**config.mk**
```make
export PLATFORM = sky130hd
export DESIGN_NAME = reg_dump_reader
export DESIGN_NICKNAME = d
export VERILOG_FILES = /design/src/rtl/reg_dump_reader.sv
export SDC_FILE = /design/constraint.sdc
export NUM_CORES = 1
export LEC_CHECK = 0
export CAP_MARGIN = 5
export CORE_AREA = 2 2 85 87
export CTS_CLUSTER_SIZE = 25
export DETAILED_ROUTE_END_ITERATION = 12
export DIE_AREA = 0 0 87 89
export MAX_ROUTING_LAYER = met4
export PLACE_DENSITY = 0.76
export SLEW_MARGIN = 20
export SYNTH_ARGS = -nofsm -noshare
export SYNTH_HDL_FRONTEND = slang
export SYNTH_SLANG_ARGS = --single-unit
```
**constraint.sdc**
```tcl
create_clock -name clk -period 1.95 [get_ports clk]
set_input_delay 0.195 -clock clk [delete_from_list [all_inputs] [get_ports clk]]
set_output_delay 0.195 -clock clk [all_outputs]
set_load 0.01 [all_outputs]
```
**src/rtl/reg_dump_reader.sv**
```systemverilog
// Purpose: walks a register range on the CPU readout port and streams each value out.
// Latency: first beat is valid READ_LAT cycles after the start edge; READ_LAT+1 cycles per beat with out_ready high.
// Backpressure: a beat is held stable until out_ready; the walk does not advance until the beat is taken.
//
// Ports:
//   clk        system clock, rising edge
//   startin    asynchronous reset, active-low
//   start      one-cycle dump request, only honoured when idle
//   first_reg  first register index, sampled on an accepted start
//   last_reg   last register index, sampled on an accepted start
//   regNo      register index presented to the CPU readout port
//   val        readout value from the CPU, sampled READ_LAT edges after regNo moves
//   out_valid  beat available
//   out_ready  consumer accepts beat
//   out_data   captured register value
//   out_regno  register index the beat belongs to
//   busy       dump in progress (including the done cycle)
//   done       one-cycle pulse after the final beat is accepted
//   checksum   XOR of all beats of the current dump (only with RD_CHECKSUM_EN)
//
// Optional feature macro: RD_CHECKSUM_EN adds the checksum output and its accumulator.

module reg_dump_reader #(
  parameter int READ_LAT = 1
) (
  input  logic        clk,
  input  logic        startin,
  input  logic        start,
  input  logic [4:0]  first_reg,
  input  logic [4:0]  last_reg,
  output logic [4:0]  regNo,
  input  logic [31:0] val,
  output logic        out_valid,
  input  logic        out_ready,
  output logic [31:0] out_data,
  output logic [4:0]  out_regno,
  output logic        busy,
  output logic        done
`ifdef RD_CHECKSUM_EN
  ,
  output logic [31:0] checksum
`endif
);

  localparam logic [1:0] S_IDLE = 2'd0;
  localparam logic [1:0] S_WAIT = 2'd1;
  localparam logic [1:0] S_SEND = 2'd2;
  localparam logic [1:0] S_DONE = 2'd3;

  // Settle count reloaded each time regNo moves; 4 bits covers 1..15.
  localparam logic [3:0] LAT = 4'(READ_LAT);

  logic [1:0] state;
  logic [4:0] last_q;
  logic [3:0] cnt;

  always_ff @(posedge clk or negedge startin) begin
    if (!startin) begin
      state     <= S_IDLE;
      last_q    <= 5'd0;
      regNo     <= 5'd0;
      cnt       <= 4'd0;
      out_valid <= 1'b0;
      out_data  <= 32'd0;
      out_regno <= 5'd0;
    end else begin
      case (state)
        S_IDLE: begin
          if (start) begin
            last_q <= last_reg;
            regNo  <= first_reg;
            cnt    <= LAT;
            state  <= S_WAIT;
          end
        end
        S_WAIT: begin
          cnt <= cnt - 4'd1;
          // cnt==1 is the READ_LAT-th edge since regNo last moved.
          if (cnt == 4'd1) begin
            out_data  <= val;
            out_regno <= regNo;
            out_valid <= 1'b1;
            state     <= S_SEND;
          end
        end
        S_SEND: begin
          if (out_ready) begin
            out_valid <= 1'b0;
            if (regNo == last_q) begin
              state <= S_DONE;
            end else begin
              // 5-bit add wraps 31 -> 0, which is how first>last ranges work.
              regNo <= regNo + 5'd1;
              cnt   <= LAT;
              state <= S_WAIT;
            end
          end
        end
        S_DONE: begin
          state <= S_IDLE;
        end
        default: begin
          state <= S_IDLE;
        end
      endcase
    end
  end

  // Decoded straight from the state register, so both clear immediately on reset.
  assign busy = (state != S_IDLE);
  assign done = (state == S_DONE);

`ifdef RD_CHECKSUM_EN
  always_ff @(posedge clk or negedge startin) begin
    if (!startin) begin
      checksum <= 32'd0;
    end else if (state == S_IDLE && start) begin
      checksum <= 32'd0;
    end else if (state == S_SEND && out_valid && out_ready) begin
      checksum <= checksum ^ out_data;
    end
  end
`endif

endmodule

```
After elaboration in Yosys (flattened, before gate mapping)
Index checks and enable logic that the tools add are counted.
Word-level totals
  flip-flop bits (word level): 54
  output and inout bits: 45
Operators by class
  add/subtract/negate cells: 2
  equality and inequality tests: 9
  mux-type cells: 16
  reduce and logical (&&, ||, !) cells: 11
Operator list (count)
  5-bit 2-to-1 mux: 3
  4-bit 2-to-1 mux: 3
  4-bit case mux with 3 select lines: 1
  5-bit case mux with 2 select lines: 1
  2-bit 2-to-1 mux: 4
  2-bit != test, second input constant: 4
  2-bit case mux with 4 select lines: 1
  4-bit AND reduction: 2
  3-bit AND reduction: 2
  2-bit nonzero test: 3
  5-bit by 1-bit adder with 5-bit output, second input constant: 1
  5-bit equality test: 1
  2-bit equality test, second input constant: 2
  4-bit by 1-bit equality test with 1-bit output, second input constant: 1
  2-bit AND reduction: 2
  4-bit by 1-bit subtractor with 4-bit output, second input constant: 1
  3-bit nonzero test: 1
  2-bit by 1-bit equality test with 1-bit output, second input constant: 1
  2-bit logical NOT: 1
  1-bit 2-to-1 mux: 2
  1-bit case mux with 2 select lines: 1

Logic depth before layout (Yosys ltp)
Gate-level depths: netlist of run 1.
  depth in word-level cells: 4
  mapped depth: 7

Worst setup path after synthesis of run 1
OpenSTA, ideal clock, no wires.
  path kind: reg-to-reg
  from: reg cnt[0]
  to: reg out_data[0]
  arrival: 1.613 ns
  data required time: 1.825 ns
  setup slack: 0.212 ns
  stages on the path, launching flop included: 7
  path buffers: 1
  clock period less this slack: 1.738 ns
  cell sequence: dfrtp_1 ha_1 nor3b_1 and2b_1 nand2_2 buf_2 mux2_2
On the way
  longest elaborated chain between the ends: 2
Ends and longest elaborated chain
  start, declared: RTL line 55  | logic [3:0] cnt;
  start signal, assigned: RTL line 77  | cnt <= cnt - 4'd1;
  4-bit by 1-bit equality test with 1-bit output: RTL line 79  | if (cnt == 4'd1) begin
  2-bit AND reduction (no line)
  end signal, assigned: RTL line 80  | out_data <= val;
  end, declared: RTL line 35  | output logic [31:0] out_data,
Every way passes these cells.
A chain may end at the register's enable or synchronous reset.

Final worst setup path of run 1
  from: reg state[0]
  to: out busy
On the way
  longest elaborated chain between the ends: 1
Ends and longest elaborated chain
  start, declared: RTL line 53  | logic [1:0] state;
  start signal, assigned: RTL line 59  | state <= S_IDLE;
  start signal, assigned: RTL line 73  | state <= S_WAIT;
  start signal, assigned: RTL line 83  | state <= S_SEND;
  2-bit nonzero test: RTL line 110  | assign busy = (state != S_IDLE);
  end, declared: RTL line 37  | output logic busy,
Every way passes these cells.

==> results.md, run 1 <==
* Largest stage delay on the critical path at around 0.48 ns
* CP endpoint kind: output pin
* Crit path from: state[0]
* CP endpoint: busy
* Kind of critical path: flip-flop to output pin
* Remaining DRCs at 0
* CTS Sinks at 54
* Clk slew on worst S/H paths at about 0.09 ns
* CTS Root Cell: clkbuf_8
* Total gr overflow at 0
* Min cycle time layout at 1.83 ns
* Most common cell after layout, fill and taps aside: clkdlybuf4s50_1
* CP max FO at 10
* GRT Overall Usage at about 14%
* Crit path DAT at approximately 1.6 ns
* Clock Skews at ~0.0067 ns
* Multiplexer share of the synthesized area at between 20% and 30%
* Final hold violation count at 0
* Worst-path cell chain: buf_4 > or2_2 > clkdlybuf4s50_1
* Async SR Flop Fraction at 100%
* Die H at between 80 and 90 um
* ANT nets after route at 0
* Worst min path class: primary input to asynchronous set/reset pin
* Routed Wire Length at 5010 um
* Layout area overhead at 51.9%
* Critical-path top delay cell: clkdlybuf4s50_1
* Setup Fix Bufs, Post-CTS at 0
* CTS resizes at 0
* FF-to-FF End: out_data[25]
* Layout Nets at about 320
* Worst EP required at 1.75 ns
* P_sw at 0.00176 W
* DR WL/cell at 14.2 um
* Sequential fraction of the synthesis area at ~58%
* Synth Area in Adders at 1.62%
* Status: finished clean
* Row Count at 30
* Gate power share at ~50%
* Min Hold Slack at approximately 0.29 ns
* Sequential share of power at 36.2%
* Antenna violations before repair at 0
* Post-synthesis xor/xnor area fraction at under 10%
* Met3 Resource Use GR at ~4.5%
* Filler Cells Inserted at a little under 600
* Routability congestion estimate at around 0.82
* Die area at about 7700 um^2
* Die W at ~87 um
* RSZ-0062 raised after global routing: no
* Vias/cell at 4.77
* GR peak layer: met2
* ANT cells at 0
* Synth Flop Type: dfrtp_1
* Syn Std Cell Area at roughly 2300 um^2
* Peak VDD IR at about 0.60 mV
* Clk_lat worst skew at 0.30 ns
* Number of global-route vias before repair at roughly 1.8k
* Pwr Density at 1590 nW/um^2
* Max Clk Rate at 548 MHz
* Buf/Inv on CP at 2
* Synth warnings at 0
* CTS Buf Count at 5
* Post-synth EDFFs at 0
* Initial Util at about 35%
* HPWL after DPL at just under 4000 um
* Final critical-path share of the clock period at 93.6%
* Synthesized area per cell at roughly 14 um^2
* Largest family of logic cells by synthesized area: multiplexers
* Met2 GRT Util at between 20 and 25%
* Finish-stage setup viols at 0
* Htree depth at 2
* Clock share of power at 13.4%
* Core area at 6720 um^2
* Max_slew headroom at approximately four fifths
* Least-Margin Pin Slew at approximately 0.33 ns
* Power Internal at a little under 0.004 W
* R2R depth at 6
* Post-Synthesis Cells at 170
* Post-Syn Nets at approximately 220
* Cell family with the largest share of critical-path delay: buffers and inverters
* Leak at about 1.5 nW
* Deepest clock path buffer count at 2
* Synth Area in Simple Gates at between 6 and 7%
* Critical path depth at 3
* Share of cells above drive strength 1 at approximately a quarter
* Most frequent cells in the layout: clkdlybuf4s50_1, dfrtp_1, mux2_2
* Max-Cap Viols at 0
* Synth cell types at 33
* Pin count of the biggest net entering global routing at 26
* Net Sw Frac at around a third
* Register-to-Register Setup Slack at ~0.22 ns
* Critical Path Start Type: flip-flop
* Initial detailed-routing violation count at just over 70
* IO buf count at 90
* First-pass GRT wire length at 8050 um
* Fin Setup TNS at 0 ns
* Number of synthesized register bits at 54
* Max-slew violations at 0
* M1 GR Usage at between 10% and 20%
* # IOs at 91
* TritonCTS clock tree: built
* Total vias in the final route at ~1.7k
* TritonRoute pass-1 iters at 4
* R2r startpoint: cnt[0]
* Compound-Gate Fraction of Synth Area at between 6 and 7%
## timing repair
| item | in CTS | in global routing |
|---|---|---|
| endpoints found under the setup margin | 0 | 0 |
| hold buffers | 1 | 0 |
| hold endpoints to repair | 11 | 0 |
## cell type report
class                   instances  area [um^2]  share of cell area (%)
inverters                       6         22.5                   0.639
multi-input cells             105          923                    26.2
clock inverters                 1         30.0                   0.852
clock buffers                   6         82.6                    2.34
well taps                      80          100                    2.84
repair buffers                102         1010                    28.8
flip-flops and latches         54         1350                    38.4
## registers in the layout (all words and copies together) (netlist names)
name       cells
cnt            4
state          2
regNo          5
out_regno      5
out_data      32
out_valid      1
last_q         5
## power by group through the flow
stage,Clock [W],Sequential [W],Combinational [W]
floorplan,0,0.00224,0.00122
global placement,0,0.00203,0.00280
detailed placement,0,0.00206,0.00286
CTS,0.000782,0.00204,0.00287
global route,0.000827,0.00210,0.00307
finish,0.000753,0.00203,0.00283
## how the worst min path moves through the flow
| stage | to | slack [ns] | cells after the start |
|---|---|---|---|
| 4_1_cts | out_data[2] | 0.29 | 2 |
| 3_5_place_dp | out_data[2] | 0.09 | 1 |
| 6_report | out_data[2] | 0.29 | 2 |
| 3_3_place_gp | out_data[2] | 0.09 | 1 |
| 5_1_grt | out_data[2] | 0.31 | 2 |
| 2_1_floorplan | cnt[0] | -0.10 | 0 |
## metrics by stage
stage	instances	utilization [%]	power [W]	cell area, um^2	worst slack (ns)
after floorplan	170	-	0.00346	2320	0.212
after global placement	346	50.6	0.00483	3400	0.267
after detailed placement	346	50.6	0.00492	3400	0.216
after CTS	354	52.4	0.00569	3520	0.104
after global routing	354	52.4	0.00600	3520	0.0521
final	354	52.4	0.00561	3520	0.125
## per-layer routing
metal	up-vias	wire, um
met5	-	0
li1	811	-
met1	800	2140
met2	73	2440
met4	0	21
met3	4	415
## synthesized netlist by cell type, types with 2 or more instances
cell type | number | area, um^2
xnor2_1 | 5 | 43.8
nand2_1 | 8 | 30.0
nand3_1 | 4 | 20.0
or2_2 | 2 | 12.5
o21ai_0 | 4 | 20.0
xor2_1 | 2 | 17.5
dfrtp_1 | 54 | 1350
ha_1 | 3 | 37.5
o2bb2ai_1 | 3 | 26.3
a22oi_1 | 3 | 22.5
nor2_1 | 4 | 15.0
mux2_2 | 43 | 484
o22ai_1 | 3 | 18.8
nand2b_1 | 2 | 12.5
inv_1 | 6 | 22.5
clkbuf_1 | 2 | 7.51
nor3_1 | 2 | 10.0
buf_2 | 3 | 15.0
o211ai_1 | 3 | 22.5
## kinds of logic after synthesis
kind of cell    after synthesis
flops                        54
mux                          45
simple gates                 29
compound gates               21
buf+inv                      11
xor+xnor                      7
fa+ha+maj                     3
Power figures use the tool's default switching activity.
==> inputs of run 2 (changes only) <==
--- a/config.mk
+++ b/config.mk
@@ -11,7 +11,7 @@
 export DETAILED_ROUTE_END_ITERATION = 12
 export DIE_AREA = 0 0 87 89
 export MAX_ROUTING_LAYER = met4
-export PLACE_DENSITY = 0.76
+export PLACE_DENSITY_LB_ADDON = 0.15
 export SLEW_MARGIN = 20
 export SYNTH_ARGS = -nofsm -noshare
 export SYNTH_HDL_FRONTEND = slang
==> results.md, run 2 (synthesis results as in run 1) <==
* Status: finished clean
* Worst min path class: primary input to asynchronous set/reset pin
* Most common cell after layout, fill and taps aside: clkdlybuf4s50_1
* Clk_lat worst skew at roughly 0.3 ns
* Total gr overflow at 0
* Pwr Density at about 1600 nW/um^2
* Max Clk Rate at around 550 MHz
* RSZ-0062 raised after global routing: no
* Min Hold Slack at about 0.41 ns
* Clk slew on worst S/H paths at approximately 0.09 ns
* Largest register FFs at 32
* Initial detailed-routing violation count at 43
* Final critical-path share of the clock period at 93.4%
* ANT cells at 0
* Peak VDD IR at a little under 0.6 mV
* Layout area overhead at 51.0%
* Antenna violations before repair at 0
* Max_slew headroom at between 60 and 70%
* GRT Overall Usage at between 10% and 20%
* Routability congestion estimate at about 0.73
* Biggest register: out_data
* Buf/Inv on CP at 2
* CTS Root Cell: clkbuf_8
* Core area at 6720 um^2
* Min cycle time layout at between 1.5 and 2 ns
* CP max FO at 7
* Most frequent cells in the layout: clkdlybuf4s50_1, dfrtp_1, mux2_2
* Least-Margin Pin Slew at 0.556 ns
* Fin Setup TNS at 0 ns
* TritonRoute pass-1 iters at 4
* First-pass GRT wire length at ~8100 um
* Row Count at 30
* Number of global-route vias before repair at between 1.5k and 2k
* Layout Nets at around 320
* Max-Cap Viols at 0
* Remaining DRCs at 0
* Pin count of the biggest net entering global routing at 33
* Initial Util at 34.5%
* Kind of critical path: flip-flop to output pin
* Pre-CTS setup slack at just under 0.2 ns
* Final hold violation count at 0
* Crit path DAT at about 1.6 ns
* Leak at around 1.4 nW
* IO buf count at 90
* Largest stage delay on the critical path at between 0.5 and 0.6 ns
* Share of cells above drive strength 1 at approximately a quarter
* Routed Wire Length at around 5000 um
* CTS Buf Count at 5
* ANT nets after route at 0
* Worst-path cell chain: buf_4 > and2_1 > clkdlybuf4s50_1
* Htree depth at 2
* Die W at between 80 and 90 um
* Deepest clock path buffer count at 2
* Worst EP required at approximately 1.8 ns
* Setup Fix Bufs, Post-CTS at 0
* Max-slew violations at 0
* Cell family with the largest share of critical-path delay: buffers and inverters
* Total power at 0.00547 W
* Die H at between 80 and 90 um
* TritonCTS clock tree: built
* Vias/cell at approximately 4.8
* Setup ws final at approximately 0.13 ns
* CTS Sinks at 54
* CP endpoint kind: output pin
* Total vias in the final route at about 1.7k
* Die area at just under 8000 um^2
* Critical-path top delay cell: clkdlybuf4s50_1
* Filler Cells Inserted at ~600
* HPWL after DPL at roughly 3700 um
* CTS resizes at 0
* DR WL/cell at between 10 and 15 um
* Critical Path Start Type: flip-flop
* Clock Skews at between 0.006 and 0.007 ns
* Finish-stage setup viols at 0
* # IOs at just over 90
## run 2: where the power goes
| group | switching, W | total [W] | internal [W] |
|---|---|---|---|
| Clock | 0.000345 | 0.000593 | 0.000247 |
| Sequential | 0.000337 | 0.00202 | 0.00168 |
| Combinational | 0.00109 | 0.00286 | 0.00177 |
## run 2: what timing repair did
action / 4_1_cts / 5_1_grt
hold buffers: 1 / 0
endpoints found under the setup margin: 0 / 0
endpoints found under the hold margin: 22 / 0
## run 2: layout make-up
type                    count  area (um^2)  share of cell area (%)
clock buffers               6         72.6                    2.07
clock inverters             1         7.51                   0.214
inverters                   6         22.5                   0.643
multi-input cells         105          923                    26.4
flip-flops and latches     54         1350                    38.6
well taps                  80          100                    2.86
repair buffers            102         1030                    29.3
## run 2: final timing paths
| check | endpoint | start | slack, ns | depth (start not counted) |
|---|---|---|---|---|
| worst max-delay path | done | state[0] | 0.13 | 3 |
| worst min-delay path | out_regno[1] | startin | 0.41 | 2 |
| worst max register to register | regNo[1] | state[0] | 0.18 | 4 |
| worst min register to register | out_data[9] | out_data[9] | 0.51 | 1 |
| max in group asynchronous | out_data[13] | startin | 0.99 | 3 |
| min in group clk | last_q[2] | last_reg[2] | 0.50 | 2 |
## run 2: metrics by stage
| stage | util, % | area, um^2 | instances |
|---|---|---|---|
| 2_1_floorplan | - | 2320 | 170 |
| 3_3_place_gp | 50.8 | 3410 | 346 |
| 3_5_place_dp | 50.8 | 3410 | 346 |
| 4_1_cts | 52.1 | 3500 | 354 |
| 5_1_grt | 52.1 | 3500 | 354 |
| 6_report | 52.1 | 3500 | 354 |
## run 2: metal layers
layer / up-vias / routed length, um / track usage, %
li1: 808 / - / -
met1: 805 / 2320 / 18.1
met2: 67 / 2300 / 21.0
met3: 5 / 335 / 3.23
met4: 0 / 59 / 3.84
met5: - / 0 / -
